### config.mk
export PLATFORM = sky130hd
export DESIGN_NAME = exc_flush_ctrl
export DESIGN_NICKNAME = d
export VERILOG_FILES = /design/src/rtl/exc_flush_ctrl_pkg.sv /design/src/rtl/exc_prio_sel.sv /design/src/rtl/exc_flush_ctrl.sv
export SDC_FILE = /design/constraint.sdc
export NUM_CORES = 1
export LEC_CHECK = 0
export BUFFER_PORTS_ARGS = -buffer_cell sky130_fd_sc_hd__buf_2
export CORE_MARGIN = 8
export CORE_UTILIZATION = 46
export CTS_CLUSTER_SIZE = 24
export DETAILED_ROUTE_END_ITERATION = 12
export PLACE_DENSITY = 0.78
export SLEW_MARGIN = 20
export SYNTH_ARGS = -nofsm -noshare
export SYNTH_HDL_FRONTEND = slang
export SYNTH_HIERARCHICAL = 1
export SYNTH_SLANG_ARGS = --single-unit
### constraint.sdc
create_clock -name clk -period 4.9 [get_ports clk]
set_clock_uncertainty 0.05 [all_clocks]
set_input_delay 1.225 -clock clk [delete_from_list [all_inputs] [get_ports clk]]
set_output_delay 1.225 -clock clk [all_outputs]
set_load 0.05 [all_outputs]
### src/rtl/exc_flush_ctrl_pkg.sv
`default_nettype none
// ============================================================================
// Module      : exc_flush_ctrl_pkg
// Description : Shared constants, FSM encodings and helpers for the
//               exception/ERET commit controller.
// Revision    : 1.0 - initial release
// ============================================================================
package exc_flush_ctrl_pkg;

    localparam logic [31:0] c_EXC_ENTRY_DEFAULT = 32'hbfc00380;

    localparam logic [4:0]  c_EXCCODE_INT  = 5'h00;
    localparam logic [4:0]  c_EXCCODE_ADEL = 5'h04;
    localparam logic [4:0]  c_EXCCODE_ADES = 5'h05;

    localparam logic [1:0]  c_ST_IDLE  = 2'd0;
    localparam logic [1:0]  c_ST_FLUSH = 2'd1;
    localparam logic [1:0]  c_ST_REDIR = 2'd2;

    typedef enum logic [1:0] {
        ST_IDLE  = c_ST_IDLE,
        ST_FLUSH = c_ST_FLUSH,
        ST_REDIR = c_ST_REDIR
    } state_e;

    // A delay-slot instruction restarts at its branch, one word earlier.
    function automatic logic [31:0] calc_epc(input logic [31:0] pc, input logic bd);
        return bd ? (pc - 32'd4) : pc;
    endfunction

endpackage : exc_flush_ctrl_pkg
`default_nettype wire

### src/rtl/exc_prio_sel.sv
`default_nettype none
// ============================================================================
// Module      : exc_prio_sel
// Description : Combinational pick of the highest-priority WB event
//               (interrupt > synchronous exception > ERET).
// Revision    : 1.0 - initial release
// ============================================================================
module exc_prio_sel
    import exc_flush_ctrl_pkg::*;
(
    input  logic       ws_valid,
    input  logic       ws_ex,
    input  logic [4:0] ws_excode,
    input  logic       ws_eret,
    input  logic       cp0_status_ie,
    input  logic       cp0_status_exl,
    input  logic [7:0] cp0_int_pend,
    output logic       take,
    output logic       is_int,
    output logic       is_eret,
    output logic [4:0] code
);

    logic w_int;
    logic w_ex;
    logic w_eret;

    always_comb begin
        w_int   = ws_valid & cp0_status_ie & ~cp0_status_exl & (|cp0_int_pend);
        w_ex    = ws_valid & ws_ex & ~w_int;
        w_eret  = ws_valid & ws_eret & ~w_int & ~ws_ex;
        take    = w_int | w_ex | w_eret;
        is_int  = w_int;
        is_eret = w_eret;
        code    = w_int ? c_EXCCODE_INT : ws_excode;
    end

endmodule : exc_prio_sel
`default_nettype wire

### src/rtl/exc_flush_ctrl.sv
`default_nettype none
// ============================================================================
// Module      : exc_flush_ctrl
// Description : Exception/ERET commit controller behind WB: kills the WB
//               write, pulses the CP0 update, flushes and redirects fetch.
// Revision    : 1.0 - initial release
// ============================================================================
module exc_flush_ctrl
    import exc_flush_ctrl_pkg::*;
#(
    parameter logic [31:0] EXC_ENTRY  = c_EXC_ENTRY_DEFAULT,
    parameter int unsigned FLUSH_HOLD = 1
) (
    input  logic        clk,
    input  logic        reset,
    input  logic        ws_valid,
    input  logic        ws_ex,
    input  logic [4:0]  ws_excode,
    input  logic        ws_bd,
    input  logic        ws_eret,
    input  logic [31:0] ws_pc,
    input  logic [31:0] ws_badvaddr,
    input  logic        cp0_status_ie,
    input  logic        cp0_status_exl,
    input  logic [7:0]  cp0_int_pend,
    input  logic [31:0] cp0_epc,
    input  logic        fs_redir_ready,
    output logic        ws_kill,
    output logic        exc_commit,
    output logic [4:0]  exc_code,
    output logic        exc_bd,
    output logic [31:0] exc_epc,
    output logic        badv_we,
    output logic [31:0] exc_badvaddr,
    output logic        eret_commit,
    output logic        flush_all,
    output logic        redirect_valid,
    output logic [31:0] redirect_pc
);

    localparam logic [2:0] c_CNT_LOAD = 3'(FLUSH_HOLD - 1);

    state_e      r_state;
    state_e      w_state_next;
    logic [2:0]  r_cnt;
    logic        r_exc_commit;
    logic        r_eret_commit;
    logic        r_badv_we;
    logic [4:0]  r_code;
    logic        r_bd;
    logic [31:0] r_epc;
    logic [31:0] r_badv;
    logic [31:0] r_redir_pc;

    logic        w_take;
    logic        w_is_int;
    logic        w_is_eret;
    logic        w_is_ex;
    logic [4:0]  w_code;
    logic        w_event;
    logic        w_is_adr;

    exc_prio_sel u_prio_sel (
        .ws_valid       (ws_valid),
        .ws_ex          (ws_ex),
        .ws_excode      (ws_excode),
        .ws_eret        (ws_eret),
        .cp0_status_ie  (cp0_status_ie),
        .cp0_status_exl (cp0_status_exl),
        .cp0_int_pend   (cp0_int_pend),
        .take           (w_take),
        .is_int         (w_is_int),
        .is_eret        (w_is_eret),
        .code           (w_code)
    );

    // Events are only honoured in IDLE; in FLUSH/REDIR the pipeline is empty.
    assign w_event  = w_take & (r_state == ST_IDLE);
    assign w_is_ex  = w_take & ~w_is_int & ~w_is_eret;
    assign w_is_adr = (ws_excode == c_EXCCODE_ADEL) | (ws_excode == c_EXCCODE_ADES);

    always_ff @(posedge clk) begin
        if (reset) begin
            r_state <= ST_IDLE;
        end else begin
            r_state <= w_state_next;
        end
    end

    always_comb begin
        w_state_next   = r_state;
        flush_all      = 1'b0;
        redirect_valid = 1'b0;
        case (r_state)
            ST_IDLE: begin
                if (w_event) begin
                    w_state_next = ST_FLUSH;
                end
            end
            ST_FLUSH: begin
                flush_all = 1'b1;
                if (r_cnt == 3'd0) begin
                    w_state_next = ST_REDIR;
                end
            end
            ST_REDIR: begin
                redirect_valid = 1'b1;
                if (fs_redir_ready) begin
                    w_state_next = ST_IDLE;
                end
            end
            default: w_state_next = ST_IDLE;
        endcase
    end

    always_ff @(posedge clk) begin
        if (reset) begin
            r_cnt         <= 3'd0;
            r_exc_commit  <= 1'b0;
            r_eret_commit <= 1'b0;
            r_badv_we     <= 1'b0;
            r_code        <= 5'h0;
            r_bd          <= 1'b0;
            r_epc         <= 32'h0;
            r_badv        <= 32'h0;
            r_redir_pc    <= 32'h0;
        end else begin
            r_exc_commit  <= w_event & ~w_is_eret;
            r_eret_commit <= w_event & w_is_eret;
            r_badv_we     <= w_event & w_is_ex & w_is_adr;
            if (w_event) begin
                r_cnt      <= c_CNT_LOAD;
                r_code     <= w_code;
                r_bd       <= ws_bd;
                r_epc      <= calc_epc(ws_pc, ws_bd);
                r_badv     <= ws_badvaddr;
                r_redir_pc <= w_is_eret ? cp0_epc : EXC_ENTRY;
            end else if ((r_state == ST_FLUSH) && (r_cnt != 3'd0)) begin
                r_cnt <= r_cnt - 3'd1;
            end
        end
    end

    assign ws_kill      = w_event;
    assign exc_commit   = r_exc_commit;
    assign eret_commit  = r_eret_commit;
    assign badv_we      = r_badv_we;
    assign exc_code     = r_code;
    assign exc_bd       = r_bd;
    assign exc_epc      = r_epc;
    assign exc_badvaddr = r_badv;
    assign redirect_pc  = r_redir_pc;

endmodule : exc_flush_ctrl
`default_nettype wire

* Word-level counts from Yosys, hierarchy flattened
Cells that the tools add are included.
** Cells by class
- Reductions and logical operators :: 7
- Bitwise operators :: 22
- Eq/ne operators :: 7
- Mux-type cells :: 9
- Add/subtract/negate cells :: 2
** Operators with widths (count)
- two-way mux 32 bit :: 2
- subtractor 32 x 3 -> 32 bit (second input constant) :: 1
- bitwise AND 1 bit :: 15
- == test 5 x 3 -> 1 bit (second input constant) :: 2
- OR reduction 8 bit :: 1
- two-way mux 2 bit :: 3
- != test 2 bit (second input constant) :: 3
- one-hot mux 2 bit (3 select lines) :: 1
- two-way mux 5 bit :: 1
- inverter 1 bit :: 4
- logical NOT 3 bit :: 1
- OR 1 bit :: 3
- AND reduction 3 bit :: 1
- nonzero test 3 bit :: 1
- subtractor 3 x 1 -> 3 bit (second input constant) :: 1
- == test 2 x 1 -> 1 bit (second input constant) :: 1
- == test 2 bit (second input constant) :: 1
- logical NOT 2 bit :: 1
- two-way mux 1 bit :: 2
- OR reduction 2 bit :: 1
- logical AND 1 bit :: 1
** Word-level totals
- Register bits :: 110
- Output and inout bits :: 108
- Word-level logic and storage cells :: 57
- Bits of input ports :: 118

* Depth between registers and ports, before layout
- Depth in word-level cells :: 11
- Mapped depth :: 10
- Gate-level depth less buffers :: 8

* Cells and area by module
The synthesis kept the hierarchy.
** By module, submodules not included
- exc_flush_ctrl :: times used 1, area each 4435.5 µm², seq. area each 2202.1 µm², cells an instance 516
- exc_prio_sel :: times used 1, area each 105.1 µm², seq. area each 0.0 µm², cells an instance 13

* Worst setup path after synthesis
No wires, ideal clock.
- Path kind :: input to output
- Start point :: input port ws_valid
- End point :: output port ws_kill
- Stages on the path :: 8
- Path buffers :: 3
- Slack :: 0.240 ns
- Data arrival time :: 3.385 ns
- Required time :: 3.625 ns
- Cell sequence :: nand2_1 > a211oi_4 > nand2b_1 > or3b_2 > clkbuf_1 > inv_2 > clkbuf_1 > clkbuf_1
** On the way
- Word-level cells in the longest chain between the ends :: 8
- Elaborated cells on any way between the ends :: 12
- Those cells by class :: 12 x bitwise
** RTL lines
- start, declared :: line exc_flush_ctrl.sv:16 : input logic ws_valid,
- bitwise AND 1 bit * (3 in a row) :: line exc_prio_sel.sv:29 : w_int = ws_valid & cp0_status_ie & ~cp0_status_exl & (|cp0_int_pend);
- net w_is_int :: line exc_flush_ctrl.sv:56 : logic w_is_int;
- inverter 1 bit :: line exc_prio_sel.sv:30, exc_prio_sel.sv:31
- bitwise AND 1 bit (on tied branches) :: line exc_prio_sel.sv:30, exc_prio_sel.sv:31
- OR 1 bit or bitwise AND 1 bit (tied branches) :: line exc_prio_sel.sv:32, exc_prio_sel.sv:31
- OR 1 bit * :: line exc_prio_sel.sv:32 : take = w_int | w_ex | w_eret;
- net w_take :: line exc_flush_ctrl.sv:55 : logic w_take;
- bitwise AND 1 bit * :: line exc_flush_ctrl.sv:78 : assign w_event = w_take & (r_state == ST_IDLE);
- end, declared :: line exc_flush_ctrl.sv:28 : output logic ws_kill,
Mark *: on every way through the listed nets, which the timed path passes. The rest lies on a longest branch.

* Final worst setup path
Same ends and word-level chain as after synthesis.

==> metrics.yaml <==
worst_setup_path:
  timing.critical_path.cells: "buf_2 > nand2_1 > a211oi_4 > nand2b_1 > or3b_2 > clkinv_2 > buf_2"
  critical-path-slowest-cell: "or3b_2"
  ff2ff_path_depth: 6
  regToRegStartpoint: "r_state[1]"
  worst-setup-path-type: "in2out"
  cp-start-kind: "primary input"
  worstPathRequired_ps: 3620
  critical_path_arrival_ps: 2850
  logic_depth_of_the_worst_setup_path_including_buffers: 7
  critical_path_peak_fanout: 8
  timing.critical_path.max_delay_family: "simple AND/OR/NAND/NOR gates"
  critical_path.reg2reg.endpoint: "exc_epc[23]"
  worst-r2r-setup-slack_ps: 2650
  timing.critical_path.slowest_cell_delay_ps: 480
  critPathCaptureType: "primary output"
  timing.critical_path.buf_inv: 3
  critical_path_s_most_frequent_cell: "buf_2"
power:
  powerDensity_nw_per_um2: 372
  design_power_total_uw: 2210
  irDropWorstVdd_uv: 183
  static-leakage-power_uw: 0.00263
yosys:
  synth-warning-count: 6
  postSynthAreaPerCell_sq_um: 8.58
  synthesis.nets: 650
  synth-seq-cells: 110
  number_of_synthesized_flops_with_an_enable_pin: 0
  ys_async_sr_fraction_pct: 0
  synth_mux_area_share_pct: 0.220
  synth-compound-area-share_pct: 16.9
  synth_largest_area_cell: "dfxtp_1"
  syn-instance-count: 529
  synth_commonest_cells: "dfxtp_1 (110), nand2_1 (93), nor2_1 (56), a21oi_1 (41), clkbuf_1 (38)"
  seq_area_frac_synth_pct: 48.5
  mappedNetlistArea_sq_um: 4540
  number_of_distinct_library_cells_after_synthesis: 42
  post_synth_fa_ha_maj_area_fraction_pct: 0.827
  synth_flop_cell: "dfxtp_1"
  yosys.area_share.simple_pct: 26.9
  synth.most_common_cell: "dfxtp_1"
  yosys.area.top_type_share_pct: 48.5
  synth_top_cells_by_area: "dfxtp_1 (48%), nand2_1 (7.7%), nor2_1 (4.6%)"
  synth-xor-area-share_pct: 2.70
  synth_top_family_by_area: "simple AND/OR/NAND/NOR gates"
finish:
  post_route_cell_area_sq_um: 5950
  area.sequential_sq_um: 2200
  num-fill-cells: 862
  antenna_cells_inserted: 0
  final_layout_size_suffix_gt1_share_pct: 35.1
  fraction_of_the_core_area_covered_by_cells_at_the_end_of_the_flow_pct: 61.4
  design.final.nets: 854
  synthToLayoutAreaGrowth_pct: 30.9
  multiInputGateArea_sq_um: 2160
min_path:
  hold_path.startpoint: "exc_badvaddr[24]"
  min_path_cells: 2
  worstHoldEndpoint: "exc_badvaddr[24]"
  hold_class: "reg2reg"
clock_tree:
  htreeDepth: 3
  cts_root_buffer: "clkbuf_8"
  tritoncts: "done"
  clk_latency_ps: 360
  post-cts-setup-buffer-count: 0
  postCtsHoldBufs: 0
  cts_buffers: 9
  clock_pin_slew_worst_setup_and_hold_paths_ps: 100
  ctsLongestPathBuffers: 2
  post_cts_resize_count: 0
  numClockSinks: 110
grt:
  overflow: 0
  grt_pass1_wl_um: 21800
  groute.usage.overall_pct: 20.3
  met2_usage_pct: 35.1
  global_route.usage.met1_pct: 24.0
  first_global_vias: 4417
  grt_busiest_layer: "met2"
  pin_count_of_the_biggest_net_entering_global_routing: 88
  antenna_found_initial: 0
  grt.met3_usage_pct: 4.31
timing:
  finalSetupViolCount: 0
  max_freq_mhz: 243
  rsz_0062_raised_after_global_routing: "false"
  whs_ps: 405
  report.final.hold_viol_count: 0
  finalWorstPathRequiredPeriod_ps: 4120
  final.period_utilization_pct: 84.1
  total_negative_slack_ps: 0
  maxSlewViolCount: 0
  relSlewSlack_pct: 41.7
  tightest_slew_ps: 866
floorplan:
  core_area_sq_um: 9680
  boundaryPins: 226
  floorplan.die_area_sq_um: 13300
  core.rowCount: 36
  fp.dieW_um: 115
  initial_core_util_pct: 46.9
  floorplan.die.height_um: 115
outcome:
  run_status: "complete, no violations"
routing:
  post_drt_via_cell_ratio: 5.23
  violation_count_after_the_first_detailed_route_iteration: 286
  routed_wire_length_per_instance_um: 15.9
  wirelength_um: 13800
  drc: 0
  postRouteAntennaNets: 0
  drtPass1Iterations: 4
  dr_total_vias: 4557
placed_design:
  port-buffer-count: 225
  place_congestion: 0.865
  placed_cell_areas_sq_um: 5740
  detailedPlacementHpwl_um: 10600
run:
  cap_viol_max_count: 0
tightest hold or removal path: stages (launching register included):
cell and delay [ps]:
dfxtp_1 320, nand2_1 50, a21oi_1 50
registers in the layout, summed over array words and instances, names as in the netlist:
register	count
exc_code	5
exc_commit	1
eret_commit	1
redirect_pc	32
exc_badvaddr	32
exc_epc	32
exc_bd	1
r_cnt	3
r_state	2
badv_we	1
cells in the final DEF (no fill, tap or decap), drive strengths merged, types with 7 or more instances in the layout:
master  synthesis  final
or4            15     15
nand2          93     93
nor2b           9      9
nor3           21     21
nor3b          15     15
nor4           16     16
buf             1    232
clkbuf         38     10
a21oi          41     41
nor2           56     56
a211oi         14     14
inv             7      7
xor2            7      7
o31ai           8      8
xnor2           7      7
dfxtp         110    110
a22o           20     20
a311oi         11     11
cell type report:
class	count	area share [%]
inverters	7	0.463
well taps	133	2.80
clock inverters	6	1.18
clock buffers	10	2.31
multi-input cells	373	36.4
repair buffers	232	19.8
flip-flops and latches	110	37.0
through the flow:
step / setup slack (ps) / instances
floorplan: 240 / 529
global placement: 824 / 855
detailed placement: 785 / 855
CTS: 778 / 871
global route: 701 / 871
finish: 778 / 871
power by group:
group	internal, uW	switching (uW)	total [uW]
combinational	163	474	637
sequential	971	39.4	1010
clock	254	310	565
total	1390	824	2210
layer usage:
| metal | vias up | share of wire, % |
|---|---|---|
| li1 | 2285 | - |
| met1 | 2074 | 41 |
| met2 | 181 | 49 |
| met3 | 17 | 8.0 |
| met4 | 0 | 1.5 |
| met5 | - | 0 |
cells by family after synthesis:
| family | count (synthesis) |
|---|---|
| buffers and inverters | 46 |
| AND/OR/NAND/NOR | 246 |
| AO/OA/AOI/OAI | 109 |
| adder cells (fa/ha/maj) | 3 |
| multiplexers | 1 |
| XOR/XNOR | 14 |
| flip-flops | 110 |
worst max path at each step:
stage	from	end	slack (ps)
global placement	ws_valid	ws_kill	820
floorplan	ws_valid	ws_kill	240
CTS	ws_valid	ws_kill	780
detailed placement	ws_valid	ws_kill	790
finish	ws_valid	ws_kill	780
global route	ws_valid	ws_kill	700
Power figures use the tool's default switching activity.
